===== config.mk =====
export PLATFORM = sky130hd
export DESIGN_NAME = rx_module
export DESIGN_NICKNAME = d
export VERILOG_FILES = /design/src/rtl/rx_module.sv
export SDC_FILE = /design/constraint.sdc
export NUM_CORES = 1
export LEC_CHECK = 0
export CAP_MARGIN = 15
export CORE_MARGIN = 1
export CORE_UTILIZATION = 49
export DETAILED_ROUTE_END_ITERATION = 12
export PLACE_DENSITY = 0.74
export SYNTH_ARGS = -nofsm -noshare
export SYNTH_HDL_FRONTEND = slang
export SYNTH_SLANG_ARGS = --single-unit

===== constraint.sdc =====
create_clock -name clk_i -period 2 [get_ports clk_i]
set_clock_uncertainty 0.05 [all_clocks]
set_input_delay 0.4 -clock clk_i [delete_from_list [all_inputs] [get_ports clk_i]]
set_output_delay 0.4 -clock clk_i [all_outputs]
set_load 0.02 [all_outputs]

===== src/rtl/rx_module.sv =====
// UART receive stage: oversampled, mid-bit sampling deserialiser with
// configurable data length, optional even parity and one or two stop bits.
module rx_module #(
    parameter int MAX_UART_DATA_W = 8,
    parameter int DATA_COUNTER_W  = 3,
    parameter int STOP_CONF_W     = 2,
    parameter int DATA_CONF_W     = 2,
    parameter int SAMPLE_COUNT_W  = 4
) (
    input  logic                                   clk_i,
    input  logic                                   rst_i,
    input  logic                                   baud_en_i,
    input  logic                                   rx_en_i,
    input  logic [STOP_CONF_W+DATA_CONF_W:0]       rx_conf_i,
    input  logic                                   rx_fifo_en_i,
    input  logic                                   uart_rx_i,
    output logic [MAX_UART_DATA_W-1:0]             rx_data_o,
    output logic                                   rx_done_o,
    output logic                                   rx_busy_o,
    output logic                                   parity_err_o,
    output logic                                   frame_err_o,
    output logic                                   rx_fifo_push_o
);

    localparam int CONF_W = STOP_CONF_W + DATA_CONF_W + 1;
    localparam logic [SAMPLE_COUNT_W-1:0] MID_START = SAMPLE_COUNT_W'((2 ** (SAMPLE_COUNT_W - 1)) - 1);
    localparam logic [SAMPLE_COUNT_W-1:0] MID_BIT   = {SAMPLE_COUNT_W{1'b1}};

    typedef enum logic [2:0] {
        ST_IDLE   = 3'd0,
        ST_START  = 3'd1,
        ST_DATA   = 3'd2,
        ST_PARITY = 3'd3,
        ST_STOP   = 3'd4,
        ST_DONE   = 3'd5
    } state_t;

    function automatic logic even_parity(input logic [MAX_UART_DATA_W-1:0] d);
        return ^d;
    endfunction

    logic                          sync1_r, sync2_r, prev_r;
    state_t                        state_r, state_nx_s;
    logic [SAMPLE_COUNT_W-1:0]     sample_cnt_r;
    logic [DATA_COUNTER_W-1:0]     bit_cnt_r;
    logic                          stop_cnt_r;
    logic [MAX_UART_DATA_W-1:0]    shreg_r;
    logic [CONF_W-1:0]             conf_r;
    logic                          perr_acc_r, ferr_acc_r;
    logic [MAX_UART_DATA_W-1:0]    rx_data_r;
    logic                          done_r, busy_r, push_r, perr_r, ferr_r;

    logic                          fall_s, mid_s, two_stop_s, par_en_s;
    logic [DATA_COUNTER_W-1:0]     last_idx_s, shift_s;
    logic [MAX_UART_DATA_W-1:0]    aligned_s;
    logic                          busy_s, done_s, push_s;

    assign fall_s     = prev_r & ~sync2_r;
    assign two_stop_s = |conf_r[STOP_CONF_W:1];
    assign par_en_s   = conf_r[0];
    assign last_idx_s = DATA_COUNTER_W'(conf_r[CONF_W-1 -: DATA_CONF_W]) + DATA_COUNTER_W'(4);
    // Bits enter at the MSB, so a short word sits high and is shifted down.
    assign shift_s    = DATA_COUNTER_W'(MAX_UART_DATA_W - 5) - DATA_COUNTER_W'(conf_r[CONF_W-1 -: DATA_CONF_W]);
    assign aligned_s  = shreg_r >> shift_s;

    // Mid-sample strobe: half a bit into START, a full bit in later states.
    always_comb begin
        mid_s = 1'b0;
        if (baud_en_i) begin
            if (state_r == ST_START) begin
                mid_s = (sample_cnt_r == MID_START);
            end else begin
                mid_s = (sample_cnt_r == MID_BIT);
            end
        end else begin
            mid_s = 1'b0;
        end
    end

    // Input synchroniser plus edge-detect history, idle-high.
    always_ff @(posedge clk_i) begin
        if (rst_i) begin
            sync1_r <= 1'b1;
            sync2_r <= 1'b1;
            prev_r  <= 1'b1;
        end else begin
            sync1_r <= uart_rx_i;
            sync2_r <= sync1_r;
            prev_r  <= sync2_r;
        end
    end

    // FSM state register.
    always_ff @(posedge clk_i) begin
        if (rst_i) begin
            state_r <= ST_IDLE;
        end else begin
            state_r <= state_nx_s;
        end
    end

    // FSM next-state logic.
    always_comb begin
        state_nx_s = state_r;
        if (!rx_en_i && (state_r != ST_IDLE)) begin
            state_nx_s = ST_IDLE;
        end else begin
            case (state_r)
                ST_IDLE: begin
                    if (rx_en_i && fall_s) state_nx_s = ST_START;
                    else                   state_nx_s = ST_IDLE;
                end
                ST_START: begin
                    if (mid_s) state_nx_s = sync2_r ? ST_IDLE : ST_DATA;
                    else       state_nx_s = ST_START;
                end
                ST_DATA: begin
                    if (mid_s && (bit_cnt_r == last_idx_s)) state_nx_s = par_en_s ? ST_PARITY : ST_STOP;
                    else                                   state_nx_s = ST_DATA;
                end
                ST_PARITY: begin
                    if (mid_s) state_nx_s = ST_STOP;
                    else       state_nx_s = ST_PARITY;
                end
                ST_STOP: begin
                    if (mid_s && (stop_cnt_r || !two_stop_s)) state_nx_s = ST_DONE;
                    else                                     state_nx_s = ST_STOP;
                end
                ST_DONE:  state_nx_s = ST_IDLE;
                default:  state_nx_s = ST_IDLE;
            endcase
        end
    end

    // FSM outputs, decoded from the upcoming state so they can be registered.
    always_comb begin
        busy_s = (state_nx_s != ST_IDLE);
        done_s = (state_nx_s == ST_DONE);
        push_s = (state_nx_s == ST_DONE) & rx_fifo_en_i;
    end

    // Oversample counter: restarts on every state change.
    always_ff @(posedge clk_i) begin
        if (rst_i) begin
            sample_cnt_r <= {SAMPLE_COUNT_W{1'b0}};
        end else if (state_nx_s != state_r) begin
            sample_cnt_r <= {SAMPLE_COUNT_W{1'b0}};
        end else if (baud_en_i) begin
            sample_cnt_r <= sample_cnt_r + SAMPLE_COUNT_W'(1);
        end
    end

    // Frame datapath: config capture, shift register, error accumulation.
    always_ff @(posedge clk_i) begin
        if (rst_i) begin
            conf_r     <= {CONF_W{1'b0}};
            shreg_r    <= {MAX_UART_DATA_W{1'b0}};
            bit_cnt_r  <= {DATA_COUNTER_W{1'b0}};
            stop_cnt_r <= 1'b0;
            perr_acc_r <= 1'b0;
            ferr_acc_r <= 1'b0;
        end else if ((state_r == ST_IDLE) && (state_nx_s == ST_START)) begin
            conf_r     <= rx_conf_i;
            shreg_r    <= {MAX_UART_DATA_W{1'b0}};
            bit_cnt_r  <= {DATA_COUNTER_W{1'b0}};
            stop_cnt_r <= 1'b0;
            perr_acc_r <= 1'b0;
            ferr_acc_r <= 1'b0;
        end else if (mid_s) begin
            if (state_r == ST_DATA) begin
                shreg_r   <= {sync2_r, shreg_r[MAX_UART_DATA_W-1:1]};
                bit_cnt_r <= bit_cnt_r + DATA_COUNTER_W'(1);
            end
            if (state_r == ST_PARITY) begin
                perr_acc_r <= sync2_r ^ even_parity(shreg_r);
            end
            if (state_r == ST_STOP) begin
                ferr_acc_r <= ferr_acc_r | ~sync2_r;
                stop_cnt_r <= 1'b1;
            end
        end
    end

    // Registered outputs; word and flags change together only on completion.
    always_ff @(posedge clk_i) begin
        if (rst_i) begin
            rx_data_r <= {MAX_UART_DATA_W{1'b0}};
            done_r    <= 1'b0;
            busy_r    <= 1'b0;
            push_r    <= 1'b0;
            perr_r    <= 1'b0;
            ferr_r    <= 1'b0;
        end else begin
            done_r <= done_s;
            busy_r <= busy_s;
            push_r <= push_s;
            if (done_s) begin
                rx_data_r <= aligned_s;
                perr_r    <= perr_acc_r;
                ferr_r    <= ferr_acc_r | ~sync2_r;
            end
        end
    end

    assign rx_data_o      = rx_data_r;
    assign rx_done_o      = done_r;
    assign rx_busy_o      = busy_r;
    assign parity_err_o   = perr_r;
    assign frame_err_o    = ferr_r;
    assign rx_fifo_push_o = push_r;

endmodule


* After elaboration in Yosys (flattened, before gate mapping)
Index checks and enable logic that the tools add are counted.
Widths: inputs -> output; s select.
** Storage, ports and cells
- Register bits after elaboration :: 42
- Latch bits :: 0
- Memory bits (writable) :: 0
- Memory bits (read-only) :: 0
- Input port bits :: 11
- Output and inout port bits :: 13
- Word-level logic and storage cells :: 66
- Memories :: 0
** Operators by class
- Add/sub/neg operators :: 4
- Multiply operators :: 0
- Divide/modulo/power cells :: 0
- Magnitude comparators :: 0
- Equality and inequality tests :: 10
- Shift-type cells :: 1
- Mux-type cells :: 11
- Bitwise gates (word level) :: 5
- Reductions and logical operators :: 18
** Operators by type and width (number)
- $pmux 3 s5 :: 1
- $mux 3 :: 4
- $reduce_xor 8->1 :: 1
- $shr 8x3->8 :: 1
- $eq 3x1->1 const B :: 2
- $eq 3x2->1 const B :: 2
- $eq 3x3->1 const B :: 2
- $reduce_and 2->1 :: 3
- $reduce_bool 3->1 :: 2
- $reduce_or 2->1 :: 3
- $logic_and 1x1->1 :: 5
- $add 4x1->4 const B :: 1
- $eq 4x3->1 const B :: 1
- $eq 4x4->1 const B :: 1
- $mux 1 :: 4
- $mux 2 :: 2
- $add 2x3->3 const B :: 1
- $add 3x1->3 const B :: 1
- $eq 3x3->1 :: 1
- $logic_not 3->1 :: 1
- $ne 3x3->1 :: 1
- $sub 2x2->3 const A :: 1
- $and 1x1->1 :: 2
- $logic_not 1->1 :: 2
- 4 further kinds :: 4

* Longest topological paths before layout
Gate-level depths: netlist (run 1).
- Depth in word-level cells :: 10
- Gate-level depth with buffers :: 7
- Depth with buffers taken out :: 6

* Worst setup path after synthesis (run 1)
OpenSTA, ideal clock, no wires.
- Path type :: register -> register
- Start :: register sample_cnt_r[0]
- End :: register sample_cnt_r[0]
- Data arrival time :: 1928 ps
- Setup slack :: -100 ps
- Cell stages (with the launch flop) :: 7
- Path buffers :: 0
- Period minus slack after synthesis :: 2100 ps
- Path through :: dfxtp_1 > ha_1 > nand4_2 > or4_4 > or4_4 > a21oi_2 > nor3_1
** Between the ends
- Cells in the longest elaborated chain, start to end :: 9
- Elaborated cells between the ends (all ways) :: 15
- Classes of those cells :: 1 x add/sub; 3 x eq/ne; 8 x mux; 3 x reduce/logical
** RTL lines
- start, declared :: line 44 : logic [SAMPLE_COUNT_W-1:0] sample_cnt_r;
- start signal, assigned :: line 145 : sample_cnt_r <= {SAMPLE_COUNT_W{1'b0}};
- start signal, assigned :: line 147 : sample_cnt_r <= {SAMPLE_COUNT_W{1'b0}};
- start signal, assigned :: line 149 : sample_cnt_r <= sample_cnt_r + SAMPLE_COUNT_W'(1);
- $eq 4x4->1 or $eq 4x3->1 (tied branches) :: line 73, 71
- $mux 1 :: line 70 : if (state_r == ST_START) begin
- $mux 1 :: line 69 : if (baud_en_i) begin
- $logic_and 1x1->1, on equally long branches :: line 126, 118
- $mux 1 or $mux 3 (tied branches) :: line 126, 118
- $pmux 3 s5 :: line 108 : case (state_r)
- $mux 3 :: line 105 : if (!rx_en_i && (state_r != ST_IDLE)) begin
- $ne 3x3->1 :: line 146 : end else if (state_nx_s != state_r) begin
- $reduce_or 2->1 (no line)
Several ways; a longest one is shown, not always the timed one.
A chain may end at the register's enable or synchronous reset.

* Worst setup path in the final report (run 1)
- Start :: register sample_cnt_r[0]
- End :: register sample_cnt_r[3]
Same word-level chain as after synthesis.

==> flow_summary.ini, run 1 <==
[outcome]
status = finished, final reports clean

[final_layout]
nets = 272
final_common_cell = dfxtp_1
seqCellArea_um2 = 843.3
final_layout_size_suffix_gt1_share_pct = 18.15
nFillCells = 333
fin_area_um2 = 2511
multi_input_area_um2 = 1084
syn_to_final_growth_pct = 28.00
most-common-layout-cells = dfxtp_1 (40), nor2_1 (36), buf_4 (24)
num_antenna_cells = 0
utilization_pct = 67.08

[sta]
relSlewSlack_pct = 77.52
fmaxAchievable_mhz = 514.6
finalWorstSetupSlack_ps = 56.80
rsz0062_at_grt = true
slew_viol_final = 0
setup_viol = 0
hold_viol = 0
period_needed_ps = 1943
period_share_pct = 97.16
worst_pin_slew_ps = 336.5

[worst_setup_path]
cp.required_ps = 2140
cp_num_buf_inv = 0
r2r_cells = 6
cpPeakStageDelay_ps = 460
reg2reg_to = sample_cnt_r[3]
slowest_stage = or4_4
crit_path_start_kind = flip-flop
crit_top_cell = or4_4
path_cells = ha_4, nand4_2, or4_4, or4_4, a21oi_4, nor3_1
path_delay_family = simple AND/OR/NAND/NOR gates
rrSetupSlack_ps = 60
cp-end-kind = flip-flop
cp.arrival_ps = 2080
cp.depth = 6
r2r-start = sample_cnt_r[0]
path_max_fanout = 4
worstSetupPathType = reg2reg

[route]
drt-total-wl_um = 3994
antenna_left = 0
routedWlPerCell_um = 13.01
drc = 0
vias_per_cell = 5.326
drt_iter0_drc = 135
dr.pass1.iters = 4
vias = 1635

[power_and_ir_drop]
p_switching_w = 0.0003344
powerDensity_nw_per_um2 = 592.7
intPower_w = 0.001154
combPwrFrac_pct = 8.1
finalPower_w = 0.001488
peakVddDrop_mv = 0.4362
power.leakage_nw = 1.083
seqPwrFrac_pct = 57.4
p_clk_share_pct = 34.5
switching_share_pct = 22.47

[cts]
clockRootBuffer = clkbuf_8
clk_pin_slew_ps = 80
clk_latency_ps = 300
cts-buffers-inserted = 5
hold_buffers = 0
h-tree-depth = 2
cts_tree = built
cts.sinks = 42
clk_path_buf_depth = 2

[logic_synthesis]
synth_edf_count = 0
yosysWarnings = 0
synth_nets = 229
ys_seq_area_share_pct = 42.86
async_flop_share_pct = 0
synth_cell_types = 38
syn_area_um2 = 1962
synth-main-ff-cell = dfxtp_1
yosys_register_bits = 42
syn_area_per_cell_um2 = 9.083
netlist_instances = 216

[floorplanning]
core-area_um2 = 3744
die_h_um = 65.28
rows = 22
start_util_pct = 52.41
dieWidth_um = 65.28
io_pins = 24
die-area_um2 = 4261

[placed_design]
io_buffers = 23
gp_congestion = 0.8259
dp_hpwl_um = 2933
dpl_cell_area_um2 = 2400
dp_slack_ps = -321.2

[job]
cap_viol_max_count = 0

[grt]
grt_pass1_wl_um = 6920
first_global_vias = 1582
grt_start_max_net_pins = 19
grt-ovfl-total = 0
antenna_found_initial = 0
grt_usage_pct = 21.54

[hold_path]
min_path_type = reg2reg
hold_path.startpoint = sync1_r
whs_endpoint = sync2_r
hold_depth = 1
==> through the flow <==
step	instances	hold WS, ps	setup TNS (ps)
2_1_floorplan	216	339.5	0
3_3_place_gp	298	346.3	-2099
4_1_cts	306	367.2	0
3_5_place_dp	298	350.8	-2346
5_1_grt	307	390.2	-64.60
6_report	307	364.5	0
==> how the worst max path moves through the flow <==
stage                      endpoint             from
floorplan           sample_cnt_r[0]  sample_cnt_r[0]
global placement    sample_cnt_r[0]        baud_en_i
detailed placement  sample_cnt_r[3]        baud_en_i
CTS                 sample_cnt_r[3]        baud_en_i
global route        sample_cnt_r[3]  sample_cnt_r[0]
finish              sample_cnt_r[3]  sample_cnt_r[0]
==> power groups by stage <==
stage	sequential [W]	clock [W]	combinational [W]
2_1_floorplan	0.000873	0	0.0000543
3_3_place_gp	0.000871	0	0.000116
3_5_place_dp	0.000872	0	0.000116
4_1_cts	0.000852	0.000527	0.000118
5_1_grt	0.000856	0.000547	0.000134
6_report	0.000855	0.000513	0.000121
==> final cells by class <==
| cell class | count | share of cell area (%) |
|---|---|---|
| clock buffer | 7 | 3.039 |
| inverter | 4 | 0.5979 |
| multi-input combinational | 158 | 43.15 |
| sequential | 42 | 33.58 |
| tap | 48 | 2.392 |
| timing repair buffer | 48 | 17.24 |
==> per-layer routing <==
metal	global-route usage [%]	part of all wire, %	vias up
met5	0	0	-
met4	11.14	2.5	0
met3	4.167	3.5	11
met2	37.37	48	32
met1	24.89	46	757
li1	-	-	835
==> kinds of logic after synthesis <==
kind of cell,synth area share [%]
flops,42.86
fa+ha+maj,1.275
xor+xnor,7.398
simple gates,21.24
mux,14.67
buf+inv,3.189
compound gates,9.375
==> cells in the mapped netlist, types with 3 or more instances <==
cell type  instances  area [um2]
a21oi_1           15       75.07
clkbuf_1          10       37.54
dfxtp_1           42       840.8
inv_1              3       11.26
mux2_2             4       45.04
mux2i_1           22       220.2
nand2_1           13       48.80
nand3_1            5       25.02
nor2_1            36       135.1
nor3_1             8       40.04
nor3b_1            3       22.52
o21ai_0            5       25.02
or2_2              3       18.77
xnor2_1            7       61.31
xor2_1             7       61.31
==> sequential cells by signal, summed over array words and instances, names as in the netlist <==
signal	count
sync1_r	1
conf_r	5
rx_fifo_push_o	1
stop_cnt_r	1
frame_err_o	1
bit_cnt_r	3
rx_data_o	8
shreg_r	8
parity_err_o	1
ferr_acc_r	1
rx_busy_o	1
sync2_r	1
prev_r	1
state_r	3
perr_acc_r	1
rx_done_o	1
sample_cnt_r	4
==> what timing repair did <==
item | CTS | global route
endpoints found under the setup margin | 4 | 5
pin swaps | 2 | 1
gates resized for setup | 0 | 5
buffers inserted | 1 | 1
==> worst reg2reg max path: stages, from the launching register on <==
cell and delay (ps):
dfxtp_2 360, ha_4 150, nand4_2 120, or4_4 440
or4_4 460, a21oi_4 190, nor3_1 80
(Power assumes the default switching activity.)
==> inputs of run 2 (changes only) <==
CORE_MARGIN = 2   (was 1)
==> run 2 against run 1 <==
Net effect: non-clock buffer count is 4 lower; global-route usage is 0.26 points lower; cell count is 0.98% lower; design area is 0.70% lower; sequential power barely moved; wire length rose by 2.1%; register-to-register slack better by 20 ps; worst hold slack improved by 4.5 ps; first-iteration DRC count shrank 1.5%; via count decreased by 1.3%; fmax increased by 1.2%; sequential cell count did not move.
==> flow_summary.ini, run 2 (synthesized netlist as in run 1, its figures left out) <==
[cts]
cts.sinks = 42
clk_latency_ps = 300
clk_path_buf_depth = 2
hold_buffers = 0
clockRootBuffer = clkbuf_8
cts_tree = built
clk_pin_slew_ps = 80
cts-buffers-inserted = 5
h-tree-depth = 2

[sta]
period_needed_ps = 1921
hold_viol = 0
worst_pin_slew_ps = 369.3
whs_ps = 369.0
period_share_pct = 96.03
relSlewSlack_pct = 75.29
slew_viol_final = 0
fmaxAchievable_mhz = 520.7
setup_viol = 0

[worst_setup_path]
crit_path_start_kind = flip-flop
reg2reg_to = sample_cnt_r[3]
cp.arrival_ps = 2060
worstSetupPathType = reg2reg
cp.required_ps = 2140
cp-end-kind = flip-flop
rrSetupSlack_ps = 80
path_cells = ha_4, nand4_2, or4_4, or4_4, a21oi_4, nor3_1
r2r_cells = 6
slowest_stage = or4_4
r2r-start = sample_cnt_r[0]
path_max_fanout = 4
crit_top_cell = or4_4
cpPeakStageDelay_ps = 450

[final_layout]
final_layout_size_suffix_gt1_share_pct = 16.80
nets = 268
fin_cells = 304
final_common_cell = dfxtp_1
most-common-layout-cells = dfxtp_1 (40), nor2_1 (36), mux2i_1 (22), clkdlybuf4s50_1 (22), buf_4 (21)
syn_to_final_growth_pct = 27.10
num_antenna_cells = 0

[floorplanning]
start_util_pct = 52.41
die_h_um = 67.28
rows = 22
io_pins = 24
core-area_um2 = 3744
die-area_um2 = 4526
dieWidth_um = 67.28

[grt]
grt_start_max_net_pins = 19
antenna_found_initial = 0
first_global_vias = 1594
grt_pass1_wl_um = 7127
grt-ovfl-total = 0
grt_usage_pct = 21.28

[route]
drc = 0
drt_iter0_drc = 133
drt-total-wl_um = 4077
vias_per_cell = 5.309
routedWlPerCell_um = 13.41
dr.pass1.iters = 4
vias = 1614
antenna_left = 0

[power_and_ir_drop]
power.leakage_nw = 1.072
powerDensity_nw_per_um2 = 652.1
peakVddDrop_mv = 0.4468

[hold_path]
hold_path.startpoint = sync1_r
hold_depth = 1
min_path_type = reg2reg
whs_endpoint = sync2_r

[placed_design]
gp_congestion = 0.9161
io_buffers = 23
dp_hpwl_um = 2926
placed_cells = 295

[outcome]
status = finished, final reports clean

[job]
cap_viol_max_count = 0
==> run 2: what timing repair did <==
action	4_1_cts	5_1_grt
endpoints found under the hold margin	0	0
pin swaps	2	0
gates resized for setup	0	4
buffers inserted	1	0
endpoints found under the setup margin	4	5
gates cloned	0	0
==> run 2: area by class of cell <==
cell class | instances | area, um2
flip-flops and latches | 42 | 843.3
clock inverters | 1 | 30.03
fillers | 330 | 1250
repair buffers | 44 | 390.4
inverters | 4 | 15.01
clock buffers | 7 | 76.32
multi-input cells | 158 | 1079
well taps | 48 | 60.06
==> run 2: per-stage QoR <==
step / worst slack (ps) / total power (W) / instance area (um2) / utilization [%] / setup TNS [ps]
after floorplan: 23.54 / 0.0009271 / 1972 / - / 0
after global placement: -290.8 / 0.0009797 / 2365 / 63.17 / -2032
after detailed placement: -316.4 / 0.0009810 / 2365 / 63.17 / -2185
after CTS: 12.26 / 0.001635 / 2479 / 66.21 / 0
after global routing: -7.046 / 0.001691 / 2494 / 66.61 / -7.046
final: 79.48 / 0.001626 / 2494 / 66.61 / 0
==> run 2: worst max-delay path, delay by kind of cell, from the launching register on <==
family | cells | cell delay [ps]
and+or+nand+nor | 4 | 1060
DFF | 1 | 360
adders and majority gates | 1 | 150
AOI/OAI and AO/OA | 1 | 180
==> run 2: per-layer routing <==
layer,up-vias,part of all wire [%],track usage (%)
li1,822,-,-
met1,752,46,26.59
met2,34,49,34.53
met3,6,3.7,5.167
met4,0,1.0,9.949
met5,-,0,0
==> run 2: worst max-delay path by stage <==
stage,from,endpoint,slack [ps],cells past startpoint
2_1_floorplan,sample_cnt_r[0],sample_cnt_r[0],20,6
3_3_place_gp,baud_en_i,sample_cnt_r[0],-290,6
3_5_place_dp,baud_en_i,sample_cnt_r[3],-320,6
4_1_cts,baud_en_i,sample_cnt_r[3],10,6
5_1_grt,sample_cnt_r[0],sample_cnt_r[3],-7,6
6_report,sample_cnt_r[0],sample_cnt_r[3],80,6
==> run 2: where the power goes <==
group,total [W],leakage [nW],switching [W],internal [W]
clock,0.000658,0.0524,0.000284,0.000373
combinational,0.000113,0.679,0.0000519,0.0000610
sequential,0.000856,0.340,0.00000880,0.000847
